### src/rtl/complement_base_arbiter_if.sv
// Handshake bundle between per-lane base sources, the arbiter and the complement pipeline.
interface complement_base_arbiter_if #(
    parameter int NUM_REQ    = 4,
    parameter int DATA_WIDTH = 8,
    parameter int SRC_WIDTH  = 2
);
    logic [NUM_REQ-1:0]            in_valid;
    logic [NUM_REQ-1:0]            in_ready;
    logic [NUM_REQ*DATA_WIDTH-1:0] in_data;
    logic                          out_valid;
    logic                          out_ready;
    logic [DATA_WIDTH-1:0]         out_data;
    logic [SRC_WIDTH-1:0]          out_source;

    modport master (
        output in_valid, in_data, out_ready,
        input  in_ready, out_valid, out_data, out_source
    );

    modport slave (
        input  in_valid, in_data, out_ready,
        output in_ready, out_valid, out_data, out_source
    );
endinterface

### src/rtl/complement_base_arbiter.sv
// Round-robin arbiter feeding one base stream into a one-entry output stage.
// Optional COMPLEMENT_ARB_BURST_EN lets the owner keep the grant for up to BURST_LEN bases.
module complement_base_arbiter #(
    parameter int NUM_REQ    = 4,
    parameter int DATA_WIDTH = 8,
    parameter int SRC_WIDTH  = 2,
    parameter int BURST_LEN  = 4
) (
    input logic                      clock,
    input logic                      reset_n,
    complement_base_arbiter_if.slave bus
);
    if (BURST_LEN < 1 || (1 << SRC_WIDTH) < NUM_REQ || NUM_REQ < 2) begin : g_param_check
        $error("complement_base_arbiter: illegal parameter combination");
    end

    logic [SRC_WIDTH-1:0]  ptr;
    logic [SRC_WIDTH-1:0]  next_ptr;
    logic [SRC_WIDTH-1:0]  start;
    logic [SRC_WIDTH-1:0]  offset;
    logic [SRC_WIDTH-1:0]  grant;
    logic [SRC_WIDTH:0]    sum;
    logic [2*NUM_REQ-1:0]  dbl;
    logic [NUM_REQ-1:0]    rot;
    logic                  slot_free;
    logic                  any_valid;
    logic                  xfer;
    logic                  out_valid_q;
    logic [DATA_WIDTH-1:0] out_data_q;
    logic [SRC_WIDTH-1:0]  out_source_q;
    logic [DATA_WIDTH-1:0] sel_data;

    assign slot_free = !out_valid_q || bus.out_ready;
    assign any_valid = |bus.in_valid;
    // in_ready drops the instant reset asserts, not at the next edge
    assign xfer      = slot_free && any_valid && reset_n;
    assign next_ptr  = (ptr == SRC_WIDTH'(NUM_REQ - 1)) ? '0 : ptr + 1'b1;

`ifdef COMPLEMENT_ARB_BURST_EN
    localparam int CNT_W = $clog2(BURST_LEN + 1);
    logic [CNT_W-1:0] burst_cnt;
    logic             hold;

    // burst_cnt==0 means no owner yet, so the post-reset pointer never claims a burst
    assign hold  = (burst_cnt != '0) && (burst_cnt < CNT_W'(BURST_LEN)) &&
                   (|(bus.in_valid & (NUM_REQ'(1) << ptr)));
    assign start = hold ? ptr : next_ptr;

    always_ff @(posedge clock or negedge reset_n) begin
        if (!reset_n)  burst_cnt <= '0;
        else if (xfer) burst_cnt <= hold ? burst_cnt + 1'b1 : CNT_W'(1);
    end
`else
    assign start = next_ptr;
`endif

    // Rotate so the search origin sits at bit 0, then take the lowest set bit.
    assign dbl = {bus.in_valid, bus.in_valid} >> start;
    assign rot = dbl[NUM_REQ-1:0];

    always_comb begin
        offset = '0;
        for (int k = NUM_REQ - 1; k >= 0; k--) begin
            if (rot[k]) offset = SRC_WIDTH'(k);
        end
    end

    assign sum   = {1'b0, start} + {1'b0, offset};
    assign grant = (sum >= (SRC_WIDTH+1)'(NUM_REQ)) ? SRC_WIDTH'(sum - (SRC_WIDTH+1)'(NUM_REQ))
                                                    : SRC_WIDTH'(sum);

    always_comb begin
        sel_data = '0;
        for (int k = 0; k < NUM_REQ; k++) begin
            if (grant == SRC_WIDTH'(k)) sel_data = bus.in_data[k*DATA_WIDTH +: DATA_WIDTH];
        end
    end

    always_ff @(posedge clock or negedge reset_n) begin
        if (!reset_n) begin
            out_valid_q  <= 1'b0;
            out_data_q   <= '0;
            out_source_q <= '0;
            ptr          <= SRC_WIDTH'(NUM_REQ - 1);
        end else if (xfer) begin
            out_valid_q  <= 1'b1;
            out_data_q   <= sel_data;
            out_source_q <= grant;
            ptr          <= grant;
        end else if (bus.out_ready) begin
            out_valid_q  <= 1'b0;
        end
    end

    assign bus.in_ready   = xfer ? (NUM_REQ'(1) << grant) : '0;
    assign bus.out_valid  = out_valid_q;
    assign bus.out_data   = out_data_q;
    assign bus.out_source = out_source_q;
endmodule

### src/flat_wrapper.sv
// flat-port wrapper written by rule: the top's interface ports become plain ports
module complement_base_arbiter_flat 
#(
    parameter int NUM_REQ    = 4,
    parameter int DATA_WIDTH = 8,
    parameter int SRC_WIDTH  = 2,
    parameter int BURST_LEN  = 4
)
  (clock, reset_n, bus_in_valid, bus_in_data, bus_out_ready, bus_in_ready, bus_out_valid, bus_out_data, bus_out_source);
  complement_base_arbiter_if #(.NUM_REQ(NUM_REQ), .DATA_WIDTH(DATA_WIDTH), .SRC_WIDTH(SRC_WIDTH)) bus_i ();
  input logic clock;
  input logic reset_n;
  input wire logic [$bits(bus_i.in_valid)-1:0] bus_in_valid;
  input wire logic [$bits(bus_i.in_data)-1:0] bus_in_data;
  input wire logic [$bits(bus_i.out_ready)-1:0] bus_out_ready;
  output wire logic [$bits(bus_i.in_ready)-1:0] bus_in_ready;
  output wire logic [$bits(bus_i.out_valid)-1:0] bus_out_valid;
  output wire logic [$bits(bus_i.out_data)-1:0] bus_out_data;
  output wire logic [$bits(bus_i.out_source)-1:0] bus_out_source;
  assign bus_i.in_valid = bus_in_valid;
  assign bus_i.in_data = bus_in_data;
  assign bus_i.out_ready = bus_out_ready;
  assign bus_in_ready = bus_i.in_ready;
  assign bus_out_valid = bus_i.out_valid;
  assign bus_out_data = bus_i.out_data;
  assign bus_out_source = bus_i.out_source;
  complement_base_arbiter #(.NUM_REQ(NUM_REQ), .DATA_WIDTH(DATA_WIDTH), .SRC_WIDTH(SRC_WIDTH), .BURST_LEN(BURST_LEN)) u_core (.clock(clock), .reset_n(reset_n), .bus(bus_i));
endmodule
### config.mk
export PLATFORM = sky130hd
export DESIGN_NAME = complement_base_arbiter_flat
export DESIGN_NICKNAME = d
export VERILOG_FILES = /design/src/rtl/complement_base_arbiter_if.sv /design/src/rtl/complement_base_arbiter.sv /design/src/flat_wrapper.sv
export SDC_FILE = /design/constraint.sdc
export NUM_CORES = 1
export LEC_CHECK = 0
export ABC_AREA = 1
export CAP_MARGIN = 20
export CORE_MARGIN = 2
export CORE_UTILIZATION = 41
export DETAILED_ROUTE_END_ITERATION = 16
export PLACE_DENSITY = 0.81
export REMOVE_ABC_BUFFERS = 1
export SYNTH_ARGS = -nofsm -noshare
export SYNTH_HDL_FRONTEND = slang
export SYNTH_SLANG_ARGS = --single-unit
### constraint.sdc
create_clock -name clock -period 3.15 [get_ports clock]
set_clock_uncertainty 0.2 [all_clocks]
set_input_delay 0.315 -clock clock [delete_from_list [all_inputs] [get_ports clock]]
set_output_delay 0.315 -clock clock [all_outputs]
set_load 0.1 [all_outputs]
==> out/summary.txt <==
Status: finished clean
DIE AREA: 3192 sq um
DRT Pass-1 Iters: 4
Row cnt: 19
Final Critical Period: 3.132 ns
Height of the die: 56.50 um
Synth warn: 0
Slew Limit Fails: 0
Fin cells: 266
Antenna violations before repair: 0
Sequential element share of the synthesized area: 0.2901
CP Launch Type: flip-flop
Syn_area_per_cell: 6.685 sq um
Top sig layer: met4
Pin count of the biggest net entering global routing: 15
DRT met1 WL: 1.320 mm
Hold Fails Final Rpt: 0
DP HPWL: 2.336 mm
TritonCTS clock tree: done
Ratio of cells with drive above 1 in the final layout: 0.2766
Yosys reg bits: 13
Worst hold path type: in -> async
Gpl congestion: 0.9087
CP Data Required Time: 2.63 ns
Longest Clk Path Bufs: 2
Detail Route Antenna Nets: 0
Syn-to-layout area delta: 66.00%
Synth unique cells: 25
Clock Pin Slew Worst Setup and Hold Paths: 0.08 ns
Die W: 56.50 um
Ports: 54
Crit-path max FO: 7
Worst rel slew slack: 0.8102
Syn Inst Count: 169
Vias in the first global route: 1196
Layout Nets: 277
Setup WS post-layout: 0.01816 ns
Fillers: 223
H-Tree Depth: 1
Global Route Usage Sum: 0.1997
Measured slew at the worst slew-check pin: 0.2871 ns
RSZ-0062 raised after global routing: yes
Per-cell routed wire length: 11.72 um
Total gr overflow: 0
Number of port buffers: 53
Via count: 1303
TritonCTS Sinks: 13
Final setup vio count: 0
Tcrit/Tclk final: 0.9942
Synth Cell Area: 1130 sq um
N_diodes: 0
CTS buffer count: 3
Routed wl met3: 168 um
Clock Latency Late Sink: 0.28 ns
Initial Util: 0.4206
Core Region: 2686 sq um
Post-Place Worst Slack: 0.08842 ns
Endpoint class of the critical path: output port
WS Path Type: reg -> out
Root Driver: clkbuf_4
Critical path arrival: 2.62 ns
Met2 Wirelength: 1.592 mm
Maxcap violations: 0
Number of DRC markers in iteration 0: 29
First-pass GRT wire length: 5.168 mm
Highest clock rate: 319.3 MHz
Vias per std cell: 4.898
Placed Cells: 255
DRC: 0
Detailed Route WL: 3.118 mm
-- critical path: stages, from the launching register on --
cell     delay, ns
dfstp_2       0.57
ha_4          0.16
inv_2         0.04
nand2_4       0.09
nand2_2       0.06
nand2_1       0.06
nand2_1       0.06
nand2_2       0.07
a31oi_1       0.07
nor2_1        0.10
ha_2          0.18
xor2_1        0.17
inv_1         0.09
nand3_4       0.12
nand2_8       0.09
nor2_1        0.20
buf_12        0.21
-- stage by stage --
| stage | area [sq um] | util | TNS, ns | hold slack (ns) |
|---|---|---|---|---|
| 2_1_floorplan | 1096 | - | -3.128 | -0.1806 |
| 3_5_place_dp | 1730 | 0.6442 | 0 | 0.2722 |
| 5_1_grt | 1876 | 0.6982 | -0.4172 | 0.2098 |
| 3_3_place_gp | 1730 | 0.6442 | 0 | 0.2667 |
| 6_report | 1876 | 0.6982 | 0 | 0.2069 |
| 4_1_cts | 1852 | 0.6893 | -0.01518 | 0.2037 |
-- cell families (layout without fill, tap and decap cells) --
kind of cell    Yosys count  in the layout  synth area share
flops                    13             13            0.2901
buf+inv                  25             91           0.09633
simple gates            114            114            0.5039
xor+xnor                  1              1          0.007753
fa+ha+maj                 2              2           0.02214
compound gates           14             14           0.07973
-- area by class of cell --
class,instances,area (sq um),share of cell area
flip-flops and latches,13,327.8,0.1748
repair buffers,67,648.1,0.3456
inverters,20,75.07,0.04003
multi-input cells,131,759.5,0.4049
clock buffers,4,26.28,0.01401
well taps,31,38.79,0.02068
-- cell usage after synthesis (all sizes together) --
cell type  count  area share
nand2         72        0.28
inv           20       0.066
nand3         17       0.091
nor2          15       0.076
o21ai         13       0.074
dfrtp         11        0.24
nand4          8       0.044
buf            4       0.027
dfstp          2       0.047
ha             2       0.022
a31oi          1      0.0055
clkbuf         1      0.0033
nor3           1      0.0044
or2            1      0.0055
xor2           1      0.0078
-- cell usage in the layout (no fill, tap or decap), types with 7 or more instances in the layout --
cell type	n
nand2_1	60
nand2_2	7
inv_1	17
nand4_1	8
dfrtp_1	11
nor2_1	10
nand3_1	15
clkdlybuf4s50_1	38
buf_4	25
-- what timing repair did --
item                                    CTS  global route
gates resized for setup                  14             2
hold buffers                              0             0
buffers inserted                          5             2
endpoints found under the setup margin    4             5
pin swaps                                10             8
-- worst paths after layout --
kind	from	endpoint	slack, ns	depth (start not counted)
max	u_core.ptr[0]	bus_in_ready[1]	0.02	16
min	reset_n	u_core.bus.out_source[0]	0.21	2
max reg2reg	u_core.ptr[0]	u_core.bus.out_data[6]	0.15	21
min reg2reg	u_core.bus.out_data[5]	u_core.bus.out_data[5]	0.29	2
max in group asynchronous	reset_n	u_core.ptr[0]	2.31	2
min in group clock	u_core.bus.out_data[5]	u_core.bus.out_data[5]	0.29	2
-- flip-flops by register name, indices dropped and copies added, names as in the netlist --
| name | flops |
|---|---|
| u_core.bus.out_data | 8 |
| u_core.bus.out_source | 2 |
| u_core.ptr | 2 |
| u_core.bus.out_valid | 1 |
-- layer usage --
layer  up-vias  GRT usage
met3         4    0.01382
met2        43     0.3555
li1        669          -
met4         0    0.05102
met5         -          0
met1       587     0.2597
Power is not shown: default switching activity piles up to over one toggle a cycle in this logic, so the estimate is an artifact.
